[config.mk]
export PLATFORM = sky130hd
export DESIGN_NAME = fixed_p_std_div_seq
export DESIGN_NICKNAME = d
export VERILOG_FILES = /design/src/rtl/fixed_p_std_div_seq.sv
export SDC_FILE = /design/constraint.sdc
export NUM_CORES = 1
export LEC_CHECK = 0
export BUFFER_PORTS_ARGS = -buffer_cell sky130_fd_sc_hd__buf_2
export CORE_MARGIN = 8
export CORE_UTILIZATION = 55
export CTS_BUF_LIST = sky130_fd_sc_hd__clkbuf_4 sky130_fd_sc_hd__clkbuf_8
export CTS_CLUSTER_DIAMETER = 120
export DETAILED_ROUTE_END_ITERATION = 16
export PLACE_DENSITY_LB_ADDON = 0.3
export SYNTH_ARGS = -nofsm -noshare
export SYNTH_HDL_FRONTEND = slang
export SYNTH_SLANG_ARGS = --single-unit
[constraint.sdc]
create_clock -name clk -period 7.7 [get_ports clk]
set_clock_uncertainty 0.05 [all_clocks]
set_input_delay 0.77 -clock clk [delete_from_list [all_inputs] [get_ports clk]]
set_output_delay 0.77 -clock clk [all_outputs]
set_load 0.005 [all_outputs]
[src/rtl/fixed_p_std_div_seq.sv]
// Sequential unsigned fixed-point divider (radix-2 restoring, one quotient bit per cycle).
// Computes floor((left << FRACT_WIDTH) / right) and saturates to all ones on divide-by-zero or overflow.
module fixed_p_std_div_seq #(
  parameter int unsigned WIDTH       = 32,
  parameter int unsigned INT_WIDTH   = 8,
  parameter int unsigned FRACT_WIDTH = 24
) (
  input  logic             clk,
  input  logic             reset,
  input  logic             go,
  input  logic [WIDTH-1:0] left,
  input  logic [WIDTH-1:0] right,
  output logic [WIDTH-1:0] out,
  output logic             done,
  output logic             div_by_zero,
  output logic             overflow
);

  localparam int unsigned N  = WIDTH + FRACT_WIDTH;
  localparam int unsigned CW = (N > 1) ? $clog2(N) : 1;

  if (WIDTH != INT_WIDTH + FRACT_WIDTH) begin : g_width_chk
    $error("fixed_p_std_div_seq: WIDTH must equal INT_WIDTH + FRACT_WIDTH");
  end

  typedef enum logic [1:0] {
    S_IDLE = 2'd0,
    S_RUN  = 2'd1,
    S_DONE = 2'd2
  } state_t;

  state_t           r_state;
  state_t           w_state_next;
  logic [N-1:0]     r_dividend;
  logic [WIDTH:0]   r_rem;
  logic [N-1:0]     r_quot;
  logic [WIDTH-1:0] r_right;
  logic [CW-1:0]    r_count;
  logic [WIDTH-1:0] r_out;
  logic             r_done;
  logic             r_dbz;
  logic             r_ovf;

  logic [WIDTH:0]   w_rem_shift;
  logic             w_sub;
  logic [WIDTH:0]   w_rem_next;
  logic [N-1:0]     w_quot_next;
  logic             w_last;
  logic             w_ovf;

  // One restoring step: the remainder stays below right, so WIDTH+1 bits never wrap.
  assign w_rem_shift = {r_rem[WIDTH-1:0], r_dividend[N-1]};
  assign w_sub       = (w_rem_shift >= {1'b0, r_right});
  assign w_rem_next  = w_sub ? (w_rem_shift - {1'b0, r_right}) : w_rem_shift;
  assign w_quot_next = {r_quot[N-2:0], w_sub};
  assign w_last      = (r_count == CW'(N - 1));
  assign w_ovf       = |w_quot_next[N-1:WIDTH];

  always_ff @(posedge clk or negedge reset) begin
    if (!reset) r_state <= S_IDLE;
    else        r_state <= w_state_next;
  end

  always_comb begin
    w_state_next = r_state;
    case (r_state)
      S_IDLE:  if (go) w_state_next = (right == '0) ? S_DONE : S_RUN;
      S_RUN:   if (w_last) w_state_next = S_DONE;
      S_DONE:  w_state_next = S_IDLE;
      default: w_state_next = S_IDLE;
    endcase
  end

  // Datapath and registered result; result fields update only on entry to DONE.
  always_ff @(posedge clk or negedge reset) begin
    if (!reset) begin
      r_dividend <= '0;
      r_rem      <= '0;
      r_quot     <= '0;
      r_right    <= '0;
      r_count    <= '0;
      r_out      <= '0;
      r_done     <= 1'b0;
      r_dbz      <= 1'b0;
      r_ovf      <= 1'b0;
    end else begin
      r_done <= 1'b0;
      case (r_state)
        S_IDLE: begin
          if (go) begin
            r_right <= right;
            if (right == '0) begin
              r_out  <= '1;
              r_dbz  <= 1'b1;
              r_ovf  <= 1'b0;
              r_done <= 1'b1;
            end else begin
              r_dividend <= {left, {FRACT_WIDTH{1'b0}}};
              r_rem      <= '0;
              r_quot     <= '0;
              r_count    <= '0;
            end
          end
        end
        S_RUN: begin
          r_dividend <= {r_dividend[N-2:0], 1'b0};
          r_rem      <= w_rem_next;
          r_quot     <= w_quot_next;
          r_count    <= r_count + CW'(1);
          if (w_last) begin
            r_done <= 1'b1;
            r_dbz  <= 1'b0;
            r_ovf  <= w_ovf;
            r_out  <= w_ovf ? '1 : w_quot_next[WIDTH-1:0];
          end
        end
        default: ;
      endcase
    end
  end

  assign out         = r_out;
  assign done        = r_done;
  assign div_by_zero = r_dbz;
  assign overflow    = r_ovf;

endmodule

==> impl_metrics.ini, run 1 <==
[yosys]
netlist-cell-type-count = 53
yosysWarnings = 0
synth.top_cell.area_share = 0.504
synth-edff-count = 0
yosysSeqAreaShare = 0.504
yosys-top-cells-area = dfrtp_1, nand2_1, o21ai_0, mux2i_1, ha_1
syn_area_per_cell_um2 = 9.47
syn_area_um2 = 9640
yosys.area.top_type = dfrtp_1
synth_top_flop_cell = dfrtp_1
syn_nets = 1119
synth_seq_cells = 194
async_reset_ff_frac = 1.00
syn_inst = 1018

[global_routing]
antenna_found_initial = 0
grt_overflow = 0
grt_pass1_wl_um = 35900
grt_usage = 0.199
grt_max_degree = 125
grt_pass1_vias = 7302

[worst_setup_path]
worstPathMaxFanout = 39
worstSetupPathType = input pin to flop
cp-start-kind = input pin
cp.required_ps = 8040
reg2regPathDepth = 10
cp.arrival_ps = 3660
crit_path_end_kind = flop

[floorplan]
coreArea_um2 = 17200
die_w_um = 148
pin_count = 102
initial_utilization = 0.559
dieHeight_um = 148
num_rows = 48
die_area_um2 = 22000

[cts]
clkSinkCount = 194
clk_latency_ps = 480
cts_tree = built
cts_buffers = 17
cts_buffer_depth = 2
post-cts-setup-buffers = 0
cts_resized = 0
htree_levels = 4
hold_buffers = 0
path_clk_slew_ps = 100
cts-root-buf = clkbuf_8

[final_layout]
final_net_count = 1189
drive_gt1_frac = 0.139
insertedDiodeCount = 0
area_growth_pct = 10.6
post-route-util = 0.618

[timing]
hold_violations = 0
slew_headroom = 0.341
finalSetupTns_ps = 0
grt_setup_unrepaired = false
finalSetupViolations = 0
post-route-period-util = 0.431
fin_crit_ps = 3320
drv_slew = 0
max_freq_ghz = 0.301
tightestPinTransition_ps = 988

[detailed_routing]
wl_um = 21300
ant_nets = 0
detail_route.wl_per_cell_um = 16.1
drc = 0
dr.pass1.iters = 5
vias_per_cell = 5.63
drtIter0Drc = 590
num_vias = 7466

[worst_hold_path]
hp-class = input pin to asynchronous set/reset pin

[power_and_ir_drop]
p_per_area_nw_per_um2 = 489
totalPowerFinal_mw = 5.21
vdd_drop_max_mv = 0.251
p_leak_nw = 4.92

[placement]
dp_hpwl_um = 14400
gp_congestion = 0.873
port_buffers = 101

[run]
maxCapViolCount = 0

[status]
outcome = finished clean
==> final timing paths <==
check                                                 from                    endpoint  slack, ps
min in group clk                r_dividend[51]$_DFFE_PN0P_  r_dividend[52]$_DFFE_PN0P_        420
worst min register to register  r_dividend[51]$_DFFE_PN0P_  r_dividend[52]$_DFFE_PN0P_        420
worst min-delay path                                 reset  r_dividend[35]$_DFFE_PN0P_        360
max in group asynchronous                            reset      r_quot[13]$_DFFE_PN0P_       5700
worst max-delay path                             right[28]       r_rem[23]$_DFFE_PN0P_       4380
worst max register to register       r_rem[20]$_DFFE_PN0P_        r_rem[9]$_DFFE_PN0P_       4430
==> routing by layer <==
| metal | global-route usage | share of wire | up-vias |
|---|---|---|---|
| met4 | 0.0581 | 0.014 | 0 |
| li1 | - | - | 3675 |
| met3 | 0.0507 | 0.056 | 27 |
| met5 | 0 | 0 | - |
| met1 | 0.268 | 0.46 | 3612 |
| met2 | 0.311 | 0.47 | 152 |
==> cells in the final DEF (no fill, tap or decap), drive strengths merged, types with 3 or more instances in the layout <==
cell type,Yosys,routed
a21o,12,12
nand4,8,8
nand3b,5,5
nor4,16,16
o22a,32,32
a211oi,7,7
and3,3,3
a31oi,4,4
nand2,234,234
o2bb2a,3,3
mux2i,61,61
o21bai,7,7
clkinv,0,6
xor2,15,15
nand3,10,10
buf,9,109
o21a,3,3
ha,33,33
nor2,20,20
dfrtp,194,194
o21ai,166,166
xnor2,15,15
nand2b,5,5
a21oi,26,26
clkbuf,50,18
nor3,7,7
nor2b,7,7
inv,40,47
==> where the power goes <==
| part | leakage [nW] | switching (mW) | total [mW] | internal [mW] |
|---|---|---|---|---|
| sequential | 2.50 | 0.295 | 1.79 | 1.49 |
| combinational | 2.22 | 1.55 | 2.77 | 1.22 |
| clock | 0.198 | 0.386 | 0.653 | 0.267 |
| total | 4.92 | 2.23 | 5.21 | 2.98 |
==> synth_stat cells, types with 2 or more instances <==
cell type / count
nor4_1: 16
nor3b_1: 2
inv_1: 40
o21a_1: 3
nand3b_1: 5
o2bb2a_1: 3
ha_1: 33
a31oi_1: 4
o21ai_0: 137
o211ai_1: 2
nor3_1: 6
o21bai_1: 7
nand4_1: 8
o21ai_1: 29
buf_2: 5
mux2i_1: 61
o2111ai_1: 2
a211oi_2: 2
nor2_1: 19
a32oi_1: 2
nor2b_1: 7
nand2_1: 234
o31ai_1: 2
a21o_1: 12
buf_6: 3
a211oi_1: 5
xor2_1: 15
clkbuf_1: 49
and2_1: 2
dfrtp_1: 194
nand3_1: 10
o22a_1: 32
and3_1: 3
xnor2_1: 15
a21oi_1: 26
nand2b_1: 5
a22o_1: 2
==> metrics by stage <==
stage          cell area, um2  std cells  setup WS, ps  hold WS (ps)
2_1_floorplan            9640       1018          5070           399
6_report                10700       1325          4380           357
3_5_place_dp            10300       1294          3940           410
5_1_grt                 10700       1325          4190           429
4_1_cts                 10700       1325          4440           421
3_3_place_gp            10300       1294          4040           407
==> cell families (layout without fill, tap and decap cells) <==
logic type,count (synthesis),in the layout,synth area share
AO/OA/AOI/OAI,278,278,0.176
XOR/XNOR,30,30,0.0273
adder cells (fa/ha/maj),34,34,0.0449
buffers and inverters,99,181,0.0417
flip-flops,194,194,0.504
multiplexers,62,62,0.0645
AND/OR/NAND/NOR,321,321,0.142
==> worst max-delay path, cell delays in order <==
cell and delay, ps:
buf_2 100, nor4_1 310, nand2_1 160, nor4_1 730, nor2b_4 330, nor2_2 720
buf_4 330, a32oi_1 70, o21ai_1 120
==> cell type report <==
cell class,instances,area (um2)
fillers,1449,6580
flip-flops and latches,194,4850
multi-input cells,725,4400
repair buffers,110,582
well taps,225,282
clock buffers,17,234
inverters,40,150
clock inverters,14,146
==> sequential cells by signal, summed over array words and instances, names as in the netlist <==
| name | flops |
|---|---|
| overflow | 1 |
| out | 32 |
| div_by_zero | 1 |
| r_right | 32 |
| r_state | 2 |
| done | 1 |
| r_quot | 55 |
| r_count | 6 |
| r_rem | 32 |
| r_dividend | 32 |
No activity file was read; power rests on OpenSTA's default activity.
==> run 2, diff against run 1 <==
==> constraint.sdc (replaced) <==
create_clock -name clk -period 3.1 [get_ports clk]
set_clock_uncertainty 0.05 [all_clocks]
set_input_delay 0.31 -clock clk [delete_from_list [all_inputs] [get_ports clk]]
set_output_delay 0.31 -clock clk [all_outputs]
set_load 0.005 [all_outputs]
==> run 2 against run 1 <==
Net effect: non-clock buffer count grew 26; global-route usage grew 0.99 points; via count grew 1.2%; clock power grew to 2.7 times the previous value; die area is the same; critical endpoint is now r_rem[18]$_DFFE_PN0P_; largest power group unchanged.
==> impl_metrics.ini, run 2 (same netlist as run 1, synthesis figures left out) <==
[status]
outcome = finished clean

[worst_hold_path]
hp-class = input pin to flop
holdPathStages = 3
min_to = r_right[6]$_DFFE_PN0P_
hold_start = right[6]

[worst_setup_path]
worstSetupPathType = flop to flop
reg2reg_to = r_rem[18]$_DFFE_PN0P_
worstPathMaxFanout = 4
cp-start-kind = flop
cp.required_ps = 3390
reg2regPathDepth = 12
r2r_slack_ps = 260
worstReg2RegStart = r_dividend[55]$_DFFE_PN0P_
crit_path_end_kind = flop
cp.arrival_ps = 3130

[detailed_routing]
dr.pass1.iters = 5
drtIter0Drc = 509
ant_nets = 0
wl_um = 22100
num_vias = 7557
detail_route.wl_per_cell_um = 16.3
drc = 0
vias_per_cell = 5.59

[global_routing]
gr-usage-met3 = 0.0441
antenna_found_initial = 0
grt_usage = 0.209
busiest_layer = met2
grt_pass1_vias = 7601
grt_max_degree = 100
use_met1 = 0.281
met2_usage = 0.333
grt_overflow = 0
grt_pass1_wl_um = 37700

[placement]
gp_congestion = 0.898
port_buffers = 101
dp_hpwl_um = 15100
pre_cts_ws_ps = 132

[final_layout]
final_cell_mix = nand2_1, dfrtp_1, o21ai_0
multi_input_area_um2 = 4410
area_growth_pct = 14.2
regArea_um2 = 4850
largest_reg_flops = 55
top_register = r_quot
fillers = 1454
final_common_cell = nand2_1
insertedDiodeCount = 0
final_net_count = 1215
drive_gt1_frac = 0.145

[cts]
cts_buffers = 17
clkSinkCount = 194
post-cts-setup-buffers = 0
htree_levels = 4
clk_latency_ps = 470
path_clk_slew_ps = 100
cts-root-buf = clkbuf_8
cts_tree = built
cts_buffer_depth = 2

[timing]
tightestPinTransition_ps = 831
fin_hold_ws_ps = 22.1
post-route-period-util = 0.916
finalSetupViolations = 0
fin_crit_ps = 2840
grt_setup_unrepaired = false
worst_slack_ps = 260
max_freq_ghz = 0.352
finalSetupTns_ps = 0
drv_slew = 0
slew_headroom = 0.446
hold_violations = 0

[floorplan]
pin_count = 102
die_area_um2 = 22000
num_rows = 48
coreArea_um2 = 17200
initial_utilization = 0.559
dieHeight_um = 148
die_w_um = 148

[power_and_ir_drop]
p_leak_nw = 5.06
p_per_area_nw_per_um2 = 1210
vdd_drop_max_mv = 0.500
totalPowerFinal_mw = 13.3

[run]
maxCapViolCount = 0
[run 2: cell count changes in the layout (fill, tap and decap cells not counted), sizes merged]
| cell | change |
|---|---|
| bufinv | +2 |
| buf | +7 |
| clkinvlp | +3 |
| dlygate4sd3 | +19 |
| inv | -3 |
| clkbuf | +1 |
| clkinv | -2 |
[run 2: per-stage QoR]
| step | cells | util | area, um2 |
|---|---|---|---|
| after floorplan | 1018 | - | 9640 |
| after global placement | 1301 | 0.603 | 10400 |
| after detailed placement | 1301 | 0.603 | 10400 |
| after CTS | 1352 | 0.638 | 11000 |
| after global routing | 1352 | 0.639 | 11000 |
| final | 1352 | 0.639 | 11000 |
[run 2: timing repair]
item,in CTS,in global routing
setup endpoints to repair,0,4
hold buffers,19,0
resized for setup,0,2
endpoints found under the hold margin,115,0
[run 2: layout make-up]
cell class	instances	share of cell area
Tap cell	225	0.0256
Inverter	40	0.0136
Clock buffer	18	0.0219
Clock inverter	14	0.0163
Multi-Input combinational cell	725	0.401
Sequential cell	194	0.441
Timing Repair Buffer	136	0.0806
[run 2: how the worst max path moves through the flow]
stage                                           from               endpoint  cells after the start
after global routing      r_dividend[55]$_DFFE_PN0P_  r_rem[30]$_DFFE_PN0P_                     12
final                     r_dividend[55]$_DFFE_PN0P_  r_rem[18]$_DFFE_PN0P_                     12
after floorplan           r_dividend[55]$_DFFE_PN0P_  r_rem[18]$_DFFE_PN0P_                     12
after detailed placement  r_dividend[55]$_DFFE_PN0P_  r_rem[18]$_DFFE_PN0P_                     12
after CTS                 r_dividend[55]$_DFFE_PN0P_  r_rem[18]$_DFFE_PN0P_                     12
after global placement    r_dividend[55]$_DFFE_PN0P_  r_rem[18]$_DFFE_PN0P_                     12
[run 2: power by group]
group / internal, mW / leakage [nW] / switching, mW
registers: 3.71 / 2.50 / 0.737
logic: 3.16 / 2.35 / 3.93
clock network: 0.819 / 0.206 / 0.948
total: 7.69 / 5.06 / 5.61
[run 2: routing by layer]
layer / share of wire / routed length (um)
met1: 0.47 / 10300
met2: 0.48 / 10500
met3: 0.043 / 952
met4: 0.015 / 336
met5: 0 / 0
[run 2: worst max-delay path: stages, from the launching register on]
cell	delay, ps
dfrtp_1	360
inv_1	60
ha_1	230
fa_1	430
nand2b_1	200
a211oi_2	260
o21ai_0	140
nor3b_1	210
o31ai_2	260
a21boi_0	160
xnor2_1	140
mux2i_1	140
o21ai_1	70
